## config.mk

```make
export PLATFORM = sky130hd
export DESIGN_NAME = digital_lock_multi
export DESIGN_NICKNAME = d
export VERILOG_FILES = /design/src/rtl/digital_lock_pkg.sv /design/src/rtl/digital_lock_multi_key_press_decoder.sv /design/src/rtl/digital_lock_multi.sv
export SDC_FILE = /design/constraint.sdc
export NUM_CORES = 1
export LEC_CHECK = 0
export ABC_AREA = 1
export CORE_MARGIN = 4
export CORE_UTILIZATION = 65
export CTS_CLUSTER_SIZE = 16
export DETAILED_ROUTE_END_ITERATION = 10
export GPL_TIMING_DRIVEN = 0
export PLACE_DENSITY = 0.95
export SLEW_MARGIN = 20
export SYNTH_ARGS = -nofsm -noshare
export SYNTH_HDL_FRONTEND = slang
export SYNTH_SLANG_ARGS = --single-unit
```

## constraint.sdc

```tcl
create_clock -name clock -period 4.91 [get_ports clock]
set_clock_uncertainty 0.15 [all_clocks]
set_input_delay 1.473 -clock clock [delete_from_list [all_inputs] [get_ports clock]]
set_output_delay 1.473 -clock clock [all_outputs]
set_load 0.03 [all_outputs]
```

## src/rtl/digital_lock_pkg.sv

```systemverilog
// Shared definitions for the parametrised digital lock: FSM state
// encodings and a constant-width helper usable in port declarations.
package digital_lock_pkg;

  typedef enum logic [2:0] {
    S_UNLOCKED = 3'd0,
    S_LOCKED   = 3'd1,
    S_CREATE   = 3'd2,
    S_CONFIRM  = 3'd3,
    S_ENTER    = 3'd4,
    S_ERROR    = 3'd5,
    S_LOCKOUT  = 3'd6
  } lockState_t;

  // Ceiling log2 for elaboration-time widths; clog2(1) is 0, so callers
  // that need at least one bit pass value+1 where appropriate.
  function automatic int clog2(input int value);
    int result;
    int remaining;
    result = 0;
    remaining = value - 1;
    while (remaining > 0) begin
      result = result + 1;
      remaining = remaining >> 1;
    end
    return result;
  endfunction

endpackage

```

## src/rtl/digital_lock_multi_key_press_decoder.sv

```systemverilog
// Turns the synchronised one-hot key bus into single-cycle press events.
// A press is the first cycle any key is seen after all keys were released,
// so holding a key produces exactly one event. Multi-key presses are
// flagged as invalid and carry no digit meaning.
module key_press_decoder
  import digital_lock_pkg::*;
#(
  parameter int KEY_WIDTH = 4,
  localparam int DIGIT_W = clog2(KEY_WIDTH)
) (
  input  logic                 i_clock,
  input  logic                 i_resetN,
  input  logic [KEY_WIDTH-1:0] i_key,
  output logic                 o_press,
  output logic                 o_valid,
  output logic [DIGIT_W-1:0]   o_digit
);

  logic [KEY_WIDTH-1:0] r_keyQ;
  logic                 w_oneHot;

  // Remember last cycle's keys so a rising "any key" can be detected.
  always_ff @(posedge i_clock) begin
    if (!i_resetN) begin
      r_keyQ <= '0;
    end else begin
      r_keyQ <= i_key;
    end
  end

  assign o_press  = (|i_key) & ~(|r_keyQ);
  assign w_oneHot = (i_key != '0) && ((i_key & (i_key - KEY_WIDTH'(1))) == '0);
  assign o_valid  = o_press & w_oneHot;

  // Encode the index of the set key; only meaningful when o_valid is high.
  always_comb begin
    o_digit = '0;
    for (int i = 0; i < KEY_WIDTH; i++) begin
      if (i_key[i]) begin
        o_digit = DIGIT_W'(i);
      end
    end
  end

endmodule

```

## src/rtl/digital_lock_multi.sv

```systemverilog
// Parametrised digital lock: create + confirm a password, lock, unlock by
// re-entering it, and a timed lockout after too many consecutive failures.
// Status flags are decoded directly from the registered state.
module digital_lock_multi
  import digital_lock_pkg::*;
#(
  parameter int PASSWORD_LENGTH = 4,
  parameter int KEY_WIDTH       = 4,
  parameter int MAX_ATTEMPTS    = 3,
  parameter int LOCKOUT_CYCLES  = 50000000
) (
  input  logic                                   clock,
  input  logic                                   reset,
  input  logic [KEY_WIDTH-1:0]                   key,
  output logic                                   locked,
  output logic                                   error,
  output logic                                   cp_flag,
  output logic                                   confirm_flag,
  output logic                                   ep_flag,
  output logic                                   lockout,
  output logic [clog2(PASSWORD_LENGTH+1)-1:0]    digit_count,
  output logic [clog2(MAX_ATTEMPTS+1)-1:0]       fail_count
);

  localparam int DIGIT_W = clog2(KEY_WIDTH);
  localparam int DCW     = clog2(PASSWORD_LENGTH + 1);
  localparam int FCW     = clog2(MAX_ATTEMPTS + 1);
  localparam int TW      = clog2(LOCKOUT_CYCLES + 1);
  localparam int PW_W    = PASSWORD_LENGTH * DIGIT_W;

  lockState_t          r_state;
  lockState_t          r_return;
  logic [PW_W-1:0]     r_password;
  logic [DCW-1:0]      r_digitCount;
  logic [FCW-1:0]      r_failCount;
  logic                r_mismatch;
  logic [TW-1:0]       r_timer;

  logic                w_press;
  logic                w_valid;
  logic                w_accept;
  logic [DIGIT_W-1:0]  w_digit;
  logic [DIGIT_W-1:0]  w_slot;
  logic                w_lastDigit;
  logic                w_mismatchSoFar;
  logic                w_lastAttempt;

  key_press_decoder #(
    .KEY_WIDTH (KEY_WIDTH)
  ) u_decoder (
    .i_clock  (clock),
    .i_resetN (reset),
    .i_key    (key),
    .o_press  (w_press),
    .o_valid  (w_valid),
    .o_digit  (w_digit)
  );

  assign w_accept = w_press & w_valid;

  // Select the stored digit for the slot currently being compared.
  always_comb begin
    w_slot = '0;
    for (int i = 0; i < PASSWORD_LENGTH; i++) begin
      if (r_digitCount == DCW'(i)) begin
        w_slot = r_password[i*DIGIT_W +: DIGIT_W];
      end
    end
  end

  assign w_lastDigit     = (r_digitCount == DCW'(PASSWORD_LENGTH - 1));
  assign w_mismatchSoFar = r_mismatch | (w_digit != w_slot);
  assign w_lastAttempt   = ((int'(r_failCount) + 1) >= MAX_ATTEMPTS);

  // Lock FSM together with password store, digit/fail counters and timer.
  always_ff @(posedge clock) begin
    if (!reset) begin
      r_state      <= S_UNLOCKED;
      r_return     <= S_UNLOCKED;
      r_password   <= '0;
      r_digitCount <= '0;
      r_failCount  <= '0;
      r_mismatch   <= 1'b0;
      r_timer      <= '0;
    end else begin
      case (r_state)
        S_UNLOCKED: begin
          if (w_accept) begin
            r_state      <= S_CREATE;
            r_digitCount <= '0;
          end
        end
        S_CREATE: begin
          if (w_accept) begin
            for (int i = 0; i < PASSWORD_LENGTH; i++) begin
              if (r_digitCount == DCW'(i)) begin
                r_password[i*DIGIT_W +: DIGIT_W] <= w_digit;
              end
            end
            if (w_lastDigit) begin
              r_state      <= S_CONFIRM;
              r_digitCount <= '0;
              r_mismatch   <= 1'b0;
            end else begin
              r_digitCount <= r_digitCount + DCW'(1);
            end
          end
        end
        S_CONFIRM: begin
          if (w_accept) begin
            if (w_lastDigit) begin
              r_digitCount <= '0;
              r_mismatch   <= 1'b0;
              if (w_mismatchSoFar) begin
                r_state    <= S_ERROR;
                r_return   <= S_UNLOCKED;
                r_password <= '0;
              end else begin
                r_state <= S_LOCKED;
              end
            end else begin
              r_digitCount <= r_digitCount + DCW'(1);
              r_mismatch   <= w_mismatchSoFar;
            end
          end
        end
        S_LOCKED: begin
          if (w_accept) begin
            r_state      <= S_ENTER;
            r_digitCount <= '0;
            r_mismatch   <= 1'b0;
          end
        end
        S_ENTER: begin
          if (w_accept) begin
            if (w_lastDigit) begin
              r_digitCount <= '0;
              r_mismatch   <= 1'b0;
              if (!w_mismatchSoFar) begin
                r_state     <= S_UNLOCKED;
                r_password  <= '0;
                r_failCount <= '0;
              end else if (!w_lastAttempt) begin
                r_state     <= S_ERROR;
                r_return    <= S_LOCKED;
                r_failCount <= r_failCount + FCW'(1);
              end else begin
                r_state     <= S_LOCKOUT;
                r_failCount <= FCW'(MAX_ATTEMPTS);
                r_timer     <= TW'(LOCKOUT_CYCLES - 1);
              end
            end else begin
              r_digitCount <= r_digitCount + DCW'(1);
              r_mismatch   <= w_mismatchSoFar;
            end
          end
        end
        S_ERROR: begin
          if (w_accept) begin
            r_state      <= r_return;
            r_digitCount <= '0;
          end
        end
        S_LOCKOUT: begin
          if (r_timer == '0) begin
            r_state     <= S_LOCKED;
            r_failCount <= '0;
          end else begin
            r_timer <= r_timer - TW'(1);
          end
        end
        default: begin
          r_state      <= S_UNLOCKED;
          r_return     <= S_UNLOCKED;
          r_password   <= '0;
          r_digitCount <= '0;
          r_failCount  <= '0;
          r_mismatch   <= 1'b0;
          r_timer      <= '0;
        end
      endcase
    end
  end

  assign locked       = (r_state == S_LOCKED) || (r_state == S_ENTER) ||
                        (r_state == S_LOCKOUT) ||
                        ((r_state == S_ERROR) && (r_return == S_LOCKED));
  assign error        = (r_state == S_ERROR);
  assign cp_flag      = (r_state == S_CREATE);
  assign confirm_flag = (r_state == S_CONFIRM);
  assign ep_flag      = (r_state == S_ENTER);
  assign lockout      = (r_state == S_LOCKOUT);
  assign digit_count  = r_digitCount;
  assign fail_count   = r_failCount;

endmodule
```

==> Word-level counts from Yosys, hierarchy flattened <==
Index checks and enable logic that the tools add are counted.
{ "totals": {"reg_bits": 50, "latchBits": 0, "ramBits": 0, "mem_bits_ro": 0, "in_bits": 6, "mem_count": 0} }
{ "classes": {"n_addsub": 5, "multipliers": 0, "n_div": 0, "order_cmp": 1, "eq_ne": 33, "shifts": 0, "n_mux": 63, "bitwise_logic": 11, "reduce_logical": 29} }
{ "op_table": {"columns": ["operator", "n"], "rows": [
  ["26-bit 2-to-1 mux", 5],
  ["26-bit one-hot mux with 3 select lines", 1],
  ["3-bit 2-to-1 mux", 22],
  ["8-bit 2-to-1 mux", 7],
  ["9-bit AND reduction", 4],
  ["2-bit by 1-bit != test with 1-bit output (second input constant)", 17],
  ["2-bit 2-to-1 mux", 16],
  ["8-bit one-hot mux with 4 select lines", 1],
  ["26-bit zero test", 1],
  ["26-bit by 1-bit subtractor with 26-bit output (second input constant)", 1],
  ["3-bit one-hot mux with 7 select lines", 1],
  ["3-bit one-hot mux with 3 select lines", 2],
  ["3-bit by 2-bit == test with 1-bit output (second input constant)", 4],
  ["4-bit OR reduction", 3],
  ["2-bit != test (second input constant)", 5],
  ["10-bit AND reduction", 1],
  ["5-bit OR reduction", 2],
  ["3-bit by 1-bit == test with 1-bit output (second input constant)", 3],
  ["3-bit == test (second input constant)", 3],
  ["3-bit OR reduction", 3],
  ["8-bit AND reduction", 1],
  ["3-bit zero test", 2],
  ["1-bit 2-to-1 mux", 6],
  ["1-bit inverter", 6],
  ["other kinds (20)", 25]
]} }

==> Longest topological paths before layout <==
Gate-level depths: netlist (run 1).
{ "depth": {"depth_word": 11, "depth_mapped": 18} }

==> By module <==
Synthesis (run 1) repeated with hierarchy kept, for this count alone.
{ "unflattened": {"cells_unflattened": 534, "area_unflattened_um2": 3263.1} }
{ "modules_own_cells": {"columns": ["mod", "n_inst", "cells_per_inst", "area_each_um2", "seq_area_each_um2"], "rows": [
  ["digital_lock_multi", 1, 500, 3061.7, 880.8],
  ["key_press_decoder", 1, 34, 201.4, 80.1]
]} }

==> Least setup slack after synthesis (run 1) <==
Ideal clock, no wire load.
{ "synth_path": {"kind": "register to output", "from": "register r_state[0]", "to": "output port locked", "arrival_ns": 1.696, "t_required_ns": 3.287, "path_slack_ns": 1.591, "path_stages_with_launch": 7, "n_path_buf": 0, "path_cell_list": "dfxtp_1 > inv_1 > nor2_1 > inv_1 > nor2_1 > a21oi_1 > nand3_1"} }
{ "synth_lines": {"columns": ["item", "line_no", "rtl"], "rows": [
  ["from (decl)", "digital_lock_multi.sv:31", "lockState_t r_state;"],
  ["from (signal assigned)", "digital_lock_multi.sv:160", "r_state <= r_return;"],
  ["3-bit == test", null, null],
  ["named net error", "digital_lock_multi.sv:16", "output logic error,"],
  ["1-bit logical AND", "digital_lock_multi.sv:187", "((r_state == S_ERROR) && (r_return == S_LOCKED));"],
  ["1-bit logical OR", "digital_lock_multi.sv:186", "(r_state == S_LOCKOUT) ||"],
  ["to (decl)", "digital_lock_multi.sv:15", "output logic locked,"]
]} }
The timed path passes the listed nets, and every way through them passes these cells.

==> Worst setup path after layout (run 1) <==
{ "layout_path": {"from": "register r_state[0]", "to": "output port locked"} }
{ "layout_via": {"elab_chain_len": 4} }
{ "layout_rtl": {"columns": ["item", "line_no", "rtl"], "rows": [
  ["3-bit by 1-bit == test with 1-bit output / 3-bit == test (equally long branches)", "digital_lock_multi.sv:185", "assign locked = (r_state == S_LOCKED) || (r_state == S_ENTER) ||"],
  ["1-bit logical OR (2 in a row)", "digital_lock_multi.sv:185", null],
  ["1-bit logical OR (*)", "digital_lock_multi.sv:186", null]
]} }
Every way passes the cells marked *; elsewhere a longest branch is shown, timed or not.

==> results of run 1 <==
## layout make-up
class,instances,share of cell area (%)
plain buffers,12,2.591
clock buffers,5,1.979
inverters,64,7.125
multi-input cells,385,53.65
flip-flops and latches,48,27.64
well taps,67,2.411
repair buffers,16,4.606
## stage by stage
| step | hold slack, ns | utilization (%) | std cells | setup slack (ns) |
|---|---|---|---|---|
| floorplan | 0.2889 | - | 509 | 1.591 |
| global placement | 0.2988 | 72.16 | 592 | 1.282 |
| detailed placement | 0.3173 | 72.16 | 592 | 1.213 |
| CTS | 0.3296 | 73.62 | 597 | 0.9810 |
| global route | 0.3525 | 73.62 | 597 | 0.8254 |
| finish | 0.3237 | 73.62 | 597 | 0.9446 |
## flip-flops by register name (all words and copies together) (netlist names)
signal / cells
r_password: 8
r_timer: 26
r_mismatch: 1
digit_count: 3
r_return: 1
u_decoder.r_keyQ: 4
r_state: 3
fail_count: 2
## kinds of logic after synthesis
logic type	share of synthesized area, %
xor gates and xnor gates	4.152
buffers and inverters	10.68
DFF	30.37
adders and majority gates	2.372
and+or+nand+nor	39.07
AOI/OAI and AO/OA	13.37
## worst paths after layout
check | startpoint | end | cells past startpoint
setup / recovery | r_state[0]$_SDFFE_PN0P_ | locked | 7
hold / removal | r_timer[1]$_SDFFE_PN0P_ | r_timer[1]$_SDFFE_PN0P_ | 2
setup reg to reg | digit_count[1]$_SDFFE_PN0P_ | r_timer[20]$_SDFFE_PN0P_ | 15
hold reg to reg | r_timer[1]$_SDFFE_PN0P_ | r_timer[1]$_SDFFE_PN0P_ | 2
## worst register-to-register path: stages (launching register included)
cell	delay (ns)
sky130_fd_sc_hd__dfxtp_1	0.40
sky130_fd_sc_hd__inv_1	0.10
sky130_fd_sc_hd__ha_1	0.24
sky130_fd_sc_hd__nor2_1	0.12
sky130_fd_sc_hd__nand2_1	0.06
sky130_fd_sc_hd__nand3_1	0.08
sky130_fd_sc_hd__nand2_1	0.09
sky130_fd_sc_hd__nand3_1	0.12
sky130_fd_sc_hd__nand3_1	0.11
sky130_fd_sc_hd__nor2_2	0.19
sky130_fd_sc_hd__nand2_1	0.13
sky130_fd_sc_hd__nand2_4	0.17
sky130_fd_sc_hd__inv_4	0.09
sky130_fd_sc_hd__buf_6	0.15
sky130_fd_sc_hd__nand3_1	0.07
sky130_fd_sc_hd__a21oi_1	0.06
## layout by cell type (no fill, tap or decap), types with 6 or more instances in the layout
cell and instances:
sky130_fd_sc_hd__a21oi_1 46, sky130_fd_sc_hd__clkdlybuf4s50_1 16, sky130_fd_sc_hd__dfxtp_1 48, sky130_fd_sc_hd__ha_1 6, sky130_fd_sc_hd__inv_1 52, sky130_fd_sc_hd__inv_2 10, sky130_fd_sc_hd__nand2_1 130, sky130_fd_sc_hd__nand3_1 34
sky130_fd_sc_hd__nand4_1 10, sky130_fd_sc_hd__nor2_1 86, sky130_fd_sc_hd__o21ai_0 22, sky130_fd_sc_hd__xor2_1 12
## power groups by stage
stage / clock network, mW / logic [mW] / registers [mW]
3_5_place_dp: 0 / 0.0905 / 0.410
2_1_floorplan: 0 / 0.0643 / 0.411
3_3_place_gp: 0 / 0.0869 / 0.410
4_1_cts: 0.219 / 0.0914 / 0.401
6_report: 0.217 / 0.0927 / 0.401
5_1_grt: 0.231 / 0.104 / 0.402
## per-layer routing
| metal | GRT usage [%] | vias up | routed length, um |
|---|---|---|---|
| li1 | - | 1663 | - |
| met1 | 35.04 | 1498 | 3514 |
| met2 | 43.49 | 149 | 3546 |
| met3 | 3.944 | 16 | 551 |
| met4 | 11.39 | 0 | 143 |
| met5 | 0 | - | 0 |
==> impl_results.html, run 1 <==
<table>
<tr><th>Metric</th><th>Value</th></tr>
<tr><th colspan="2">Clock network</th></tr>
<tr><td>CTS clock-pin slew for the worst setup and hold paths</td><td>0.09 ns</td></tr>
<tr><td>Hold-fix buffers at CTS</td><td>0</td></tr>
<tr><td>Number of buffers on the longest clock path</td><td>2</td></tr>
<tr><td>Clock tree from TritonCTS</td><td>built</td></tr>
<tr><td>Root buf cell</td><td>sky130_fd_sc_hd__clkbuf_8</td></tr>
<tr><td>Setup Fix Bufs, Post-CTS</td><td>0</td></tr>
<tr><td>Number of buffers inserted during clock tree synthesis</td><td>5</td></tr>
<tr><td>Number of cells upsized or downsized after cts</td><td>0</td></tr>
<tr><td>Insertion delay to the later sink of the worst-skew pair</td><td>approximately 0.3 ns</td></tr>
<tr><td>CTS H-tree depth</td><td>2</td></tr>
<tr><td>Clock sink total</td><td>48</td></tr>
<tr><th colspan="2">Pwr</th></tr>
<tr><td>Leakage power total</td><td>1.690 nW</td></tr>
<tr><td>Peak VDD IR</td><td>0.0001735 V</td></tr>
<tr><td>Relative contribution of combinational cells to total power</td><td>13.0%</td></tr>
<tr><td>Cell Pwr Density</td><td>204.4 nW/um2</td></tr>
<tr><td>Switching Share</td><td>26.74%</td></tr>
<tr><td>Psw</td><td>190.1 uW</td></tr>
<tr><td>Cell internal power dissipation</td><td>520.7 uW</td></tr>
<tr><td>Seq pwr share</td><td>about 56%</td></tr>
<tr><td>Share of total power in the clock network</td><td>30.5%</td></tr>
<tr><td>Total power draw</td><td>710.8 uW</td></tr>
<tr><th colspan="2">Synth</th></tr>
<tr><td>Number of synthesized flops with an enable pin</td><td>0</td></tr>
<tr><td>Number of warnings printed during yosys synthesis</td><td>0</td></tr>
<tr><td>Most used flip-flop cell after synthesis</td><td>sky130_fd_sc_hd__dfxtp_1</td></tr>
<tr><td>Number of distinct library cells after synthesis</td><td>33</td></tr>
<tr><td>Post-synth net total</td><td>approximately 520</td></tr>
<tr><td>Area fraction of the dominant cell type after synthesis</td><td>a little under a third</td></tr>
<tr><td>Total of flip-flops plus latches after synthesis</td><td>48</td></tr>
<tr><td>Share of async-settable or async-resettable flops after synthesis</td><td>0%</td></tr>
<tr><td>Most instantiated library cell after synthesis</td><td>sky130_fd_sc_hd__nand2_1</td></tr>
<tr><td>Sequential element share of the synthesized area</td><td>around 30%</td></tr>
<tr><td>Top post-synthesis cells by count</td><td>sky130_fd_sc_hd__nand2_1, sky130_fd_sc_hd__nor2_1, sky130_fd_sc_hd__inv_1</td></tr>
<tr><td>Mean cell area of the mapped netlist</td><td>6.217 um2</td></tr>
<tr><td>Netlist area before placement</td><td>3164 um2</td></tr>
<tr><td>Synth area leader</td><td>sky130_fd_sc_hd__dfxtp_1</td></tr>
<tr><td>Cell count after synthesis</td><td>509</td></tr>
<tr><td>Most area-consuming cells after synthesis</td><td>sky130_fd_sc_hd__dfxtp_1, sky130_fd_sc_hd__nand2_1, sky130_fd_sc_hd__nor2_1, sky130_fd_sc_hd__a21oi_1, sky130_fd_sc_hd__inv_1</td></tr>
<tr><th colspan="2">Critical path</th></tr>
<tr><td>Top cell family by delay on the critical path</td><td>buffers and inverters</td></tr>
<tr><td>Cell type of the slowest stage on the worst timing path</td><td>sky130_fd_sc_hd__clkdlybuf4s50_1</td></tr>
<tr><td>Sequence of cells on the critical path</td><td>inv_1 -&gt; nor2_1 -&gt; inv_1 -&gt; nor2_1 -&gt; a21oi_1 -&gt; nand3_1 -&gt; clkdlybuf4s50_1</td></tr>
<tr><td>Critical Path Start Type</td><td>flip-flop</td></tr>
<tr><td>Register-to-Register Setup Slack</td><td>2.45 ns</td></tr>
<tr><td>Largest driver fanout on the critical path</td><td>6</td></tr>
<tr><td>Worst setup path class</td><td>reg -&gt; out</td></tr>
<tr><td>Stage delay of the slowest cell on the critical path</td><td>0.67 ns</td></tr>
<tr><td>Setup crit end kind</td><td>primary output</td></tr>
<tr><td>CP bufs+invs</td><td>3</td></tr>
<tr><td>Critical Path RT</td><td>3.29 ns</td></tr>
<tr><td>Data arrival, critical path</td><td>2.34 ns</td></tr>
<tr><th colspan="2">STA</th></tr>
<tr><td>Minimum period implied by the final worst setup slack</td><td>3.965 ns</td></tr>
<tr><td>Number of setup violations in the final report</td><td>0</td></tr>
<tr><td>Setup repair after global routing missed its margin</td><td>false</td></tr>
<tr><td>Accumulated negative setup slack</td><td>0 ns</td></tr>
<tr><td>Max-Slew Margin vs Limit</td><td>64.06%</td></tr>
<tr><td>Final critical-path share of the clock period</td><td>80.76%</td></tr>
<tr><td>Endpoints failing hold</td><td>0</td></tr>
<tr><td>Worst slew pin tran</td><td>between 0.5 and 0.6 ns</td></tr>
<tr><td>Timing-limited maximum frequency</td><td>252.2 MHz</td></tr>
<tr><td>Final max-slew violation count</td><td>0</td></tr>
<tr><th colspan="2">Finish</th></tr>
<tr><td>Share of post-route cells with drive strength above 1</td><td>~8.1%</td></tr>
<tr><td>Register Area</td><td>roughly 960 um2</td></tr>
<tr><td>Nets</td><td>544</td></tr>
<tr><td>Summed area of non-filler cells in the final layout</td><td>3477 um2</td></tr>
<tr><td>Area taken by multi-input logic gates</td><td>~1900 um2</td></tr>
<tr><td>Total inserted antenna cells</td><td>0</td></tr>
<tr><td>Layout-stage area growth over the synthesis result</td><td>9.885%</td></tr>
<tr><td>Filler cells</td><td>372</td></tr>
<tr><th colspan="2">Floorplanning</th></tr>
<tr><td>Core outline area</td><td>4723 um2</td></tr>
<tr><td>Io pins</td><td>17</td></tr>
<tr><td>Std cell rows</td><td>25</td></tr>
<tr><td>Area of the die</td><td>6048 um2</td></tr>
<tr><td>X dimension of the die</td><td>77.77 um</td></tr>
<tr><td>Initial cell density of the core</td><td>66.99%</td></tr>
<tr><td>Die H</td><td>approximately 78 um</td></tr>
<tr><th colspan="2">Outcome</th></tr>
<tr><td>Result of the run</td><td>complete, no violations</td></tr>
<tr><th colspan="2">Routing</th></tr>
<tr><td>Routed wirelength normalized by instance count</td><td>12.99 um</td></tr>
<tr><td>Drt pass-1 iters</td><td>5</td></tr>
<tr><td>DRC violations left</td><td>0</td></tr>
<tr><td>Via count of the routed design</td><td>around 3.3k</td></tr>
<tr><td>Routed vias/inst</td><td>5.571</td></tr>
<tr><td>DRT antenna net count</td><td>0</td></tr>
<tr><td>Starting DRT DRC Count</td><td>389</td></tr>
<tr><td>Overall routed net length</td><td>about 7800 um</td></tr>
<tr><th colspan="2">Placed design</th></tr>
<tr><td>Half-perimeter wire length after placement</td><td>about 5700 um</td></tr>
<tr><td>Port Buffers</td><td>16</td></tr>
<tr><td>Instance area after placement</td><td>approximately 3400 um2</td></tr>
<tr><td>Final estimated routing congestion in global placement</td><td>0.9693</td></tr>
<tr><th colspan="2">Global route</th></tr>
<tr><td>Total gr overflow</td><td>0</td></tr>
<tr><td>Vias in the first global route</td><td>3032</td></tr>
<tr><td>Initial antenna violation count</td><td>0</td></tr>
<tr><td>Pin count of the biggest net entering global routing</td><td>13</td></tr>
<tr><td>Global-route wire length before repair</td><td>13320 um</td></tr>
<tr><td>Total global routing track utilization</td><td>26.71%</td></tr>
<tr><th colspan="2">Flow run</th></tr>
<tr><td>Number of max-cap violations</td><td>0</td></tr>
<tr><th colspan="2">Min path</th></tr>
<tr><td>Hold WC Path Type</td><td>reg -&gt; reg</td></tr>
</table>
Power figures use the tool's default switching activity.
==> inputs of run 2 (changes only) <==
--- a/config.mk
+++ b/config.mk
@@ -7,11 +7,11 @@
 export LEC_CHECK = 0
 export ABC_AREA = 1
 export CORE_MARGIN = 4
-export CORE_UTILIZATION = 65
+export CORE_UTILIZATION = 54
 export CTS_CLUSTER_SIZE = 16
 export DETAILED_ROUTE_END_ITERATION = 10
 export GPL_TIMING_DRIVEN = 0
-export PLACE_DENSITY = 0.95
+export PLACE_DENSITY = 0.87
 export SLEW_MARGIN = 20
 export SYNTH_ARGS = -nofsm -noshare
 export SYNTH_HDL_FRONTEND = slang
==> constraint.sdc (replaced) <==
create_clock -name clock -period 3.33 [get_ports clock]
set_clock_uncertainty 0.15 [all_clocks]
set_input_delay 0.999 -clock clock [delete_from_list [all_inputs] [get_ports clock]]
set_output_delay 0.999 -clock clock [all_outputs]
set_load 0.03 [all_outputs]
==> run 2 against run 1 <==
- cell area up 2.0%
- highest routed layer unchanged
- utilization down 10 points
- largest power group unchanged
- non-clock buffer count unchanged
==> impl_results.html, run 2 (synthesized netlist as in run 1, its figures left out) <==
<table>
<tr><th>Metric</th><th>Value</th></tr>
<tr><th colspan="2">Outcome</th></tr>
<tr><td>Result of the run</td><td>complete, no violations (unchanged)</td></tr>
<tr><th colspan="2">Placed design</th></tr>
<tr><td>Final estimated routing congestion in global placement</td><td>0.9612 (was 0.9693)</td></tr>
<tr><td>Half-perimeter wire length after placement</td><td>5706 um (was 5732 um)</td></tr>
<tr><td>Port Buffers</td><td>16 (unchanged)</td></tr>
<tr><th colspan="2">STA</th></tr>
<tr><td>Worst slew pin tran</td><td>0.5134 ns (was 0.5342 ns)</td></tr>
<tr><td>Endpoints failing hold</td><td>0 (unchanged)</td></tr>
<tr><td>Minimum period implied by the final worst setup slack</td><td>3.241 ns</td></tr>
<tr><td>Final critical-path share of the clock period</td><td>a little over nine tenths</td></tr>
<tr><td>Accumulated negative setup slack</td><td>0 ns (unchanged)</td></tr>
<tr><td>Timing-limited maximum frequency</td><td>308.6 MHz</td></tr>
<tr><td>Final max-slew violation count</td><td>0 (unchanged)</td></tr>
<tr><td>Max-Slew Margin vs Limit</td><td>65.77% (was 64.06%)</td></tr>
<tr><td>Number of setup violations in the final report</td><td>0 (unchanged)</td></tr>
<tr><td>Worst-case hold slack</td><td>0.3325 ns (was 0.3237 ns)</td></tr>
<tr><td>Setup repair after global routing missed its margin</td><td>false (unchanged)</td></tr>
<tr><th colspan="2">Routing</th></tr>
<tr><td>Starting DRT DRC Count</td><td>339 (was 389)</td></tr>
<tr><td>DRC violations left</td><td>0 (unchanged)</td></tr>
<tr><td>Via count of the routed design</td><td>3228 (was 3326)</td></tr>
<tr><td>Routed vias/inst</td><td>5.344 (was 5.571)</td></tr>
<tr><td>DRT antenna net count</td><td>0 (unchanged)</td></tr>
<tr><td>Drt pass-1 iters</td><td>5 (unchanged)</td></tr>
<tr><td>Overall routed net length</td><td>7692 um (was 7756 um)</td></tr>
<tr><td>Routed wirelength normalized by instance count</td><td>12.74 um (was 12.99 um)</td></tr>
<tr><th colspan="2">Critical path</th></tr>
<tr><td>Largest driver fanout on the critical path</td><td>9 (was 6)</td></tr>
<tr><td>Worst setup path class</td><td>reg -&gt; out (unchanged)</td></tr>
<tr><td>Setup crit end kind</td><td>primary output (unchanged)</td></tr>
<tr><td>Data arrival, critical path</td><td>2.09 ns (was 2.34 ns)</td></tr>
<tr><td>Critical Path Start Type</td><td>flip-flop (unchanged)</td></tr>
<tr><td>Critical Path RT</td><td>2.18 ns (was 3.29 ns)</td></tr>
<tr><th colspan="2">Global route</th></tr>
<tr><td>Pin count of the biggest net entering global routing</td><td>15 (was 13)</td></tr>
<tr><td>Total gr overflow</td><td>0 (unchanged)</td></tr>
<tr><td>Vias in the first global route</td><td>2948 (was 3032)</td></tr>
<tr><td>Initial antenna violation count</td><td>0 (unchanged)</td></tr>
<tr><td>Total global routing track utilization</td><td>21.95% (was 26.71%)</td></tr>
<tr><td>Global-route wire length before repair</td><td>13140 um (was 13320 um)</td></tr>
<tr><th colspan="2">Floorplanning</th></tr>
<tr><td>Std cell rows</td><td>27 (was 25)</td></tr>
<tr><td>Core outline area</td><td>5608 um2 (was 4723 um2)</td></tr>
<tr><td>Area of the die</td><td>7149 um2 (was 6048 um2)</td></tr>
<tr><td>Die H</td><td>84.55 um (was 77.77 um)</td></tr>
<tr><td>X dimension of the die</td><td>84.55 um (was 77.77 um)</td></tr>
<tr><td>Initial cell density of the core</td><td>56.43% (was 66.99%)</td></tr>
<tr><td>Io pins</td><td>17 (unchanged)</td></tr>
<tr><th colspan="2">Clock network</th></tr>
<tr><td>Insertion delay to the later sink of the worst-skew pair</td><td>0.32 ns (was 0.30 ns)</td></tr>
<tr><td>Number of buffers on the longest clock path</td><td>2 (unchanged)</td></tr>
<tr><td>Clock tree from TritonCTS</td><td>built (unchanged)</td></tr>
<tr><td>Setup Fix Bufs, Post-CTS</td><td>0 (unchanged)</td></tr>
<tr><td>Root buf cell</td><td>sky130_fd_sc_hd__clkbuf_8 (unchanged)</td></tr>
<tr><td>Hold-fix buffers at CTS</td><td>0 (unchanged)</td></tr>
<tr><td>CTS clock-pin slew for the worst setup and hold paths</td><td>0.09 ns (about the same)</td></tr>
<tr><td>CTS H-tree depth</td><td>2 (unchanged)</td></tr>
<tr><td>Clock sink total</td><td>48 (unchanged)</td></tr>
<tr><td>Number of buffers inserted during clock tree synthesis</td><td>5 (unchanged)</td></tr>
<tr><th colspan="2">Finish</th></tr>
<tr><td>Share of post-route cells with drive strength above 1</td><td>8.647% (was 8.113%)</td></tr>
<tr><td>Flip-flop count of the largest register after layout</td><td>26 (unchanged)</td></tr>
<tr><td>Area taken by multi-input logic gates</td><td>1866 um2 (unchanged)</td></tr>
<tr><td>Most common library cell in the layout ignoring fill and taps</td><td>sky130_fd_sc_hd__nand2_1 (unchanged)</td></tr>
<tr><td>Register ranked first by flip-flop count</td><td>r_timer (unchanged)</td></tr>
<tr><td>Total inserted antenna cells</td><td>0 (unchanged)</td></tr>
<tr><td>Highest-count cells in the layout ignoring fill and taps</td><td>sky130_fd_sc_hd__nand2_1, sky130_fd_sc_hd__nor2_1, sky130_fd_sc_hd__inv_1 (unchanged)</td></tr>
<tr><td>Largest regs</td><td>r_timer: 26 flops, r_password: 8 flops, u_decoder.r_keyQ: 4 flops (unchanged)</td></tr>
<tr><td>Filler cells</td><td>530 (was 372)</td></tr>
<tr><td>Layout-stage area growth over the synthesis result</td><td>12.06% (was 9.885%)</td></tr>
<tr><td>Register Area</td><td>962.2 um2 (was 960.9 um2)</td></tr>
<tr><td>Nets</td><td>544 (unchanged)</td></tr>
<tr><th colspan="2">Pwr</th></tr>
<tr><td>Cell Pwr Density</td><td>346.0 nW/um2 (was 204.4 nW/um2)</td></tr>
<tr><td>Peak VDD IR</td><td>0.0002276 V (was 0.0001735 V)</td></tr>
<tr><td>Leakage power total</td><td>1.742 nW (was 1.690 nW)</td></tr>
<tr><th colspan="2">Min path</th></tr>
<tr><td>Hold WC Path Type</td><td>reg -&gt; reg (unchanged)</td></tr>
<tr><th colspan="2">Flow run</th></tr>
<tr><td>Number of max-cap violations</td><td>0 (unchanged)</td></tr>
</table>
==> run 2: worst max-delay path, stage by stage, from the launching register on <==
cell and delay [ns]:
sky130_fd_sc_hd__dfxtp_1 0.32, sky130_fd_sc_hd__buf_4 0.19, sky130_fd_sc_hd__inv_2 0.08, sky130_fd_sc_hd__nor2_1 0.17, sky130_fd_sc_hd__inv_1 0.12, sky130_fd_sc_hd__nor2_1 0.20, sky130_fd_sc_hd__clkdlybuf4s50_1 0.71
==> run 2: worst paths after layout <==
check / from / end / slack [ns] / cells past startpoint
setup / recovery: r_state[1]$_SDFFE_PN0P_ / confirm_flag / 0.09 / 6
hold / removal: r_return[0]$_SDFFE_PN0P_ / r_return[0]$_SDFFE_PN0P_ / 0.33 / 2
setup reg to reg: digit_count[0]$_SDFFE_PN0P_ / r_timer[23]$_SDFFE_PN0P_ / 0.89 / 16
hold reg to reg: r_return[0]$_SDFFE_PN0P_ / r_return[0]$_SDFFE_PN0P_ / 0.33 / 2
==> run 2: through the flow <==
step / total power [mW] / setup slack, ns / area, um2 / util [%] / cells
6_report: 1.227 / 0.08937 / 3546 / 63.23 / 604
3_5_place_dp: 0.7374 / 0.08157 / 3415 / 60.89 / 597
5_1_grt: 1.275 / 0.01698 / 3546 / 63.23 / 604
3_3_place_gp: 0.7332 / 0.1864 / 3415 / 60.89 / 597
4_1_cts: 1.233 / 0.04330 / 3543 / 63.19 / 604
2_1_floorplan: 0.7012 / 0.4849 / 3164 / - / 509
==> run 2: what timing repair did <==
item	CTS	global route
hold endpoints to repair	0	0
endpoints found under the setup margin	1	1
resized for setup	2	1
==> run 2: layer usage <==
metal / vias up / GRT usage [%] / routed length (um)
met2: 100 / 35.16 / 3466
met5: - / 0 / 0
met3: 15 / 4.711 / 487
met4: 0 / 7.338 / 140
met1: 1452 / 29.30 / 3597
li1: 1661 / - / -
==> run 2: final cells by class <==
type                            count  area share (%)
Inverter                           64           6.987
Clock inverter                      2           1.694
Timing Repair Buffer               16           4.552
Buffer                             12           2.541
Tap cell                           72           2.541
Sequential cell                    48           27.13
Clock buffer                        5           1.941
Multi-Input combinational cell    385           52.61
==> run 2: where the power goes <==
part           internal [mW]  switching, mW  leakage (nW)  total (mW)
clock                  0.296          0.205        0.0642       0.501
sequential             0.586        0.00562         0.389       0.591
combinational         0.0463         0.0882          1.29       0.134
==> inputs of run 3 (changes only) <==
--- a/config.mk
+++ b/config.mk
@@ -12,6 +12,7 @@
 export DETAILED_ROUTE_END_ITERATION = 10
 export GPL_TIMING_DRIVEN = 0
 export PLACE_DENSITY = 0.87
+export REMOVE_ABC_BUFFERS = 1
 export SLEW_MARGIN = 20
 export SYNTH_ARGS = -nofsm -noshare
 export SYNTH_HDL_FRONTEND = slang
==> run 3 against run 2 <==
- non-clock buffer count decreased by 12
- flip-flop and latch count unchanged
- sequential power increased by 0.7%
- clock power decreased by 15%
- die area unchanged
- first-iteration DRC count decreased by 10%
- sequential share of layout area increased by 0.92 points
- utilization decreased by 2.0 points
- critical path type unchanged
==> impl_results.html, run 3 (synthesized netlist as in run 1, its figures left out) <==
<table>
<tr><th>Metric</th><th>Value</th></tr>
<tr><th colspan="2">Outcome</th></tr>
<tr><td>Result of the run</td><td>complete, no violations (unchanged)</td></tr>
<tr><th colspan="2">Floorplanning</th></tr>
<tr><td>X dimension of the die</td><td>84.55 um (unchanged)</td></tr>
<tr><td>Std cell rows</td><td>27 (unchanged)</td></tr>
<tr><td>Die H</td><td>84.55 um (unchanged)</td></tr>
<tr><td>Initial cell density of the core</td><td>56.43% (unchanged)</td></tr>
<tr><td>Core outline area</td><td>5608 um2 (unchanged)</td></tr>
<tr><td>Io pins</td><td>17 (unchanged)</td></tr>
<tr><td>Area of the die</td><td>7149 um2 (unchanged)</td></tr>
<tr><th colspan="2">Global route</th></tr>
<tr><td>Pin count of the biggest net entering global routing</td><td>33 (was 15)</td></tr>
<tr><td>Global-route wire length before repair</td><td>12640 um (was 13140 um)</td></tr>
<tr><td>Vias in the first global route</td><td>2796 (was 2948)</td></tr>
<tr><td>Initial antenna violation count</td><td>0 (unchanged)</td></tr>
<tr><td>Total gr overflow</td><td>0 (unchanged)</td></tr>
<tr><td>Total global routing track utilization</td><td>20.79% (was 21.95%)</td></tr>
<tr><th colspan="2">STA</th></tr>
<tr><td>Accumulated negative setup slack</td><td>0 ns (unchanged)</td></tr>
<tr><td>Final max-slew violation count</td><td>0 (unchanged)</td></tr>
<tr><td>Final critical-path share of the clock period</td><td>94.19% (was 97.32%)</td></tr>
<tr><td>Endpoints failing hold</td><td>0 (unchanged)</td></tr>
<tr><td>Minimum period implied by the final worst setup slack</td><td>3.137 ns (was 3.241 ns)</td></tr>
<tr><td>Timing-limited maximum frequency</td><td>318.8 MHz (was 308.6 MHz)</td></tr>
<tr><td>Max-Slew Margin vs Limit</td><td>32.06% (was 65.77%)</td></tr>
<tr><td>Setup repair after global routing missed its margin</td><td>false (unchanged)</td></tr>
<tr><td>Worst slew pin tran</td><td>1.018 ns (was 0.5134 ns)</td></tr>
<tr><td>Number of setup violations in the final report</td><td>0 (unchanged)</td></tr>
<tr><th colspan="2">Pwr</th></tr>
<tr><td>Peak VDD IR</td><td>0.0002073 V (was 0.0002276 V)</td></tr>
<tr><td>Total power draw</td><td>1.148 mW (was 1.227 mW)</td></tr>
<tr><td>Cell Pwr Density</td><td>334.2 nW/um2 (was 346.0 nW/um2)</td></tr>
<tr><td>Leakage power total</td><td>1.693 nW (was 1.742 nW)</td></tr>
<tr><th colspan="2">Clock network</th></tr>
<tr><td>Clock sink total</td><td>48 (unchanged)</td></tr>
<tr><td>Clock tree from TritonCTS</td><td>built (unchanged)</td></tr>
<tr><td>CTS H-tree depth</td><td>2 (unchanged)</td></tr>
<tr><td>Hold-fix buffers at CTS</td><td>0 (unchanged)</td></tr>
<tr><td>Root buf cell</td><td>sky130_fd_sc_hd__clkbuf_8 (unchanged)</td></tr>
<tr><td>Number of buffers inserted during clock tree synthesis</td><td>5 (unchanged)</td></tr>
<tr><td>Number of buffers on the longest clock path</td><td>2 (unchanged)</td></tr>
<tr><td>Setup Fix Bufs, Post-CTS</td><td>0 (unchanged)</td></tr>
<tr><td>Insertion delay to the later sink of the worst-skew pair</td><td>0.30 ns (was 0.32 ns)</td></tr>
<tr><td>CTS clock-pin slew for the worst setup and hold paths</td><td>0.09 ns (about the same)</td></tr>
<tr><th colspan="2">Finish</th></tr>
<tr><td>Largest regs</td><td>r_timer: 26 flops, r_password: 8 flops, u_decoder.r_keyQ: 4 flops (unchanged)</td></tr>
<tr><td>Register ranked first by flip-flop count</td><td>r_timer (unchanged)</td></tr>
<tr><td>Nets</td><td>532 (was 544)</td></tr>
<tr><td>Filler cells</td><td>544 (was 530)</td></tr>
<tr><td>Layout-stage area growth over the synthesis result</td><td>8.541% (was 12.06%)</td></tr>
<tr><td>Flip-flop count of the largest register after layout</td><td>26 (unchanged)</td></tr>
<tr><td>Highest-count cells in the layout ignoring fill and taps</td><td>sky130_fd_sc_hd__nand2_1, sky130_fd_sc_hd__nor2_1, sky130_fd_sc_hd__inv_1 (unchanged)</td></tr>
<tr><td>Most common library cell in the layout ignoring fill and taps</td><td>sky130_fd_sc_hd__nand2_1 (unchanged)</td></tr>
<tr><td>Share of post-route cells with drive strength above 1</td><td>7.678% (was 8.647%)</td></tr>
<tr><td>Total inserted antenna cells</td><td>0 (unchanged)</td></tr>
<tr><td>Fin util</td><td>61.25% (was 63.23%)</td></tr>
<tr><th colspan="2">Critical path</th></tr>
<tr><td>Critical Path Sink</td><td>error (was confirm_flag)</td></tr>
<tr><td>R2R Path End</td><td>r_timer[8]$_SDFFE_PN0P_ (was r_timer[23]$_SDFFE_PN0P_)</td></tr>
<tr><td>Critical Path Start Type</td><td>flip-flop (unchanged)</td></tr>
<tr><td>Setup crit end kind</td><td>primary output (unchanged)</td></tr>
<tr><td>Critical Path RT</td><td>2.18 ns (about the same)</td></tr>
<tr><td>Critical Path Source</td><td>r_state[0]$_SDFFE_PN0P_ (was r_state[1]$_SDFFE_PN0P_)</td></tr>
<tr><td>Register-to-Register Setup Slack</td><td>0.67 ns (was 0.89 ns)</td></tr>
<tr><td>Worst setup path class</td><td>reg -&gt; out (unchanged)</td></tr>
<tr><td>Largest driver fanout on the critical path</td><td>6 (was 9)</td></tr>
<tr><td>Reg-to-Reg Start</td><td>digit_count[0]$_SDFFE_PN0P_ (unchanged)</td></tr>
<tr><td>R2R cell count</td><td>16 (unchanged)</td></tr>
<tr><td>Data arrival, critical path</td><td>1.99 ns (was 2.09 ns)</td></tr>
<tr><th colspan="2">Min path</th></tr>
<tr><td>Hold WC Path Type</td><td>reg -&gt; reg (unchanged)</td></tr>
<tr><th colspan="2">Placed design</th></tr>
<tr><td>Half-perimeter wire length after placement</td><td>5224 um (was 5706 um)</td></tr>
<tr><td>Final estimated routing congestion in global placement</td><td>0.8887 (was 0.9612)</td></tr>
<tr><td>Port Buffers</td><td>16 (unchanged)</td></tr>
<tr><th colspan="2">Routing</th></tr>
<tr><td>Drt pass-1 iters</td><td>5 (unchanged)</td></tr>
<tr><td>Routed wirelength normalized by instance count</td><td>12.27 um (was 12.74 um)</td></tr>
<tr><td>DRC violations left</td><td>0 (unchanged)</td></tr>
<tr><td>Starting DRT DRC Count</td><td>305 (was 339)</td></tr>
<tr><td>Via count of the routed design</td><td>3226 (was 3228)</td></tr>
<tr><td>DRT antenna net count</td><td>0 (unchanged)</td></tr>
<tr><td>Overall routed net length</td><td>7277 um (was 7692 um)</td></tr>
<tr><td>Routed vias/inst</td><td>5.440 (was 5.344)</td></tr>
<tr><th colspan="2">Flow run</th></tr>
<tr><td>Number of max-cap violations</td><td>0 (unchanged)</td></tr>
</table>
-- run 3: changes by cell type in the layout (fill, tap and decap cells not counted) --
cell                              before  now
sky130_fd_sc_hd__dlygate4sd2_1         1    2
sky130_fd_sc_hd__bufinv_16             2    1
sky130_fd_sc_hd__buf_6                 5    0
sky130_fd_sc_hd__dfxtp_1              47   46
sky130_fd_sc_hd__buf_4                 2    0
sky130_fd_sc_hd__clkinv_2              0    1
sky130_fd_sc_hd__dfxtp_2               1    2
sky130_fd_sc_hd__clkbuf_1              5    1
sky130_fd_sc_hd__clkdlybuf4s50_1      14   13
-- run 3: area by class of cell --
class | count | area, um2 | area share (%)
tap | 72 | 90.09 | 2.623
clock buffer | 6 | 72.57 | 2.113
inverter | 64 | 247.7 | 7.213
sequential | 48 | 963.4 | 28.05
clock inverter | 2 | 35.03 | 1.020
timing repair buffer | 16 | 160.2 | 4.663
multi-input combinational | 385 | 1866 | 54.32
-- run 3: per-stage QoR --
| step | cell area, um2 | hold slack (ns) | std cells | worst slack, ns |
|---|---|---|---|---|
| 3_5_place_dp | 3324 | 0.3071 | 585 | -0.04020 |
| 3_3_place_gp | 3324 | 0.3051 | 585 | -0.02116 |
| 2_1_floorplan | 3074 | 0.2889 | 497 | 0.4843 |
| 5_1_grt | 3435 | 0.3512 | 593 | 0.01852 |
| 6_report | 3435 | 0.3212 | 593 | 0.1935 |
| 4_1_cts | 3432 | 0.3214 | 593 | 0.07395 |
-- run 3: where the power goes --
| group | switching [mW] | leakage [nW] | total [mW] | internal, mW |
|---|---|---|---|---|
| Combinational | 0.0852 | 1.25 | 0.129 | 0.0434 |
| Sequential | 0.00881 | 0.389 | 0.595 | 0.586 |
| Clock | 0.201 | 0.0552 | 0.425 | 0.223 |
| Total | 0.295 | 1.69 | 1.15 | 0.853 |
-- run 3: worst min path at each step --
stage	start	endpoint	slack, ns	cells after the start
4_1_cts	r_timer[1]$_SDFFE_PN0P_	r_timer[1]$_SDFFE_PN0P_	0.32	2
5_1_grt	r_return[0]$_SDFFE_PN0P_	r_return[0]$_SDFFE_PN0P_	0.35	2
2_1_floorplan	r_return[0]$_SDFFE_PN0P_	r_return[0]$_SDFFE_PN0P_	0.29	2
3_3_place_gp	r_timer[1]$_SDFFE_PN0P_	r_timer[1]$_SDFFE_PN0P_	0.31	2
6_report	r_timer[1]$_SDFFE_PN0P_	r_timer[1]$_SDFFE_PN0P_	0.32	2
3_5_place_dp	r_timer[1]$_SDFFE_PN0P_	r_timer[1]$_SDFFE_PN0P_	0.31	2
-- run 3: critical path, stage by stage, from the launching register on --
cell                              delay [ns]
sky130_fd_sc_hd__dfxtp_2                0.44
sky130_fd_sc_hd__inv_1                  0.13
sky130_fd_sc_hd__nor2_1                 0.19
sky130_fd_sc_hd__inv_1                  0.08
sky130_fd_sc_hd__nor2_1                 0.13
sky130_fd_sc_hd__clkdlybuf4s50_1        0.71
-- run 3: timing repair --
action,in CTS,in global routing
gates resized for setup,4,1
gates cloned,0,0
setup endpoints to repair,3,1
-- run 3: layer usage --
layer,vias to the layer above,global-route usage [%],wire [um]
li1,1639,-,-
met1,1458,29.71,3525
met2,120,32.46,3226
met3,9,2.944,446
met4,0,6.187,78
met5,-,0,0
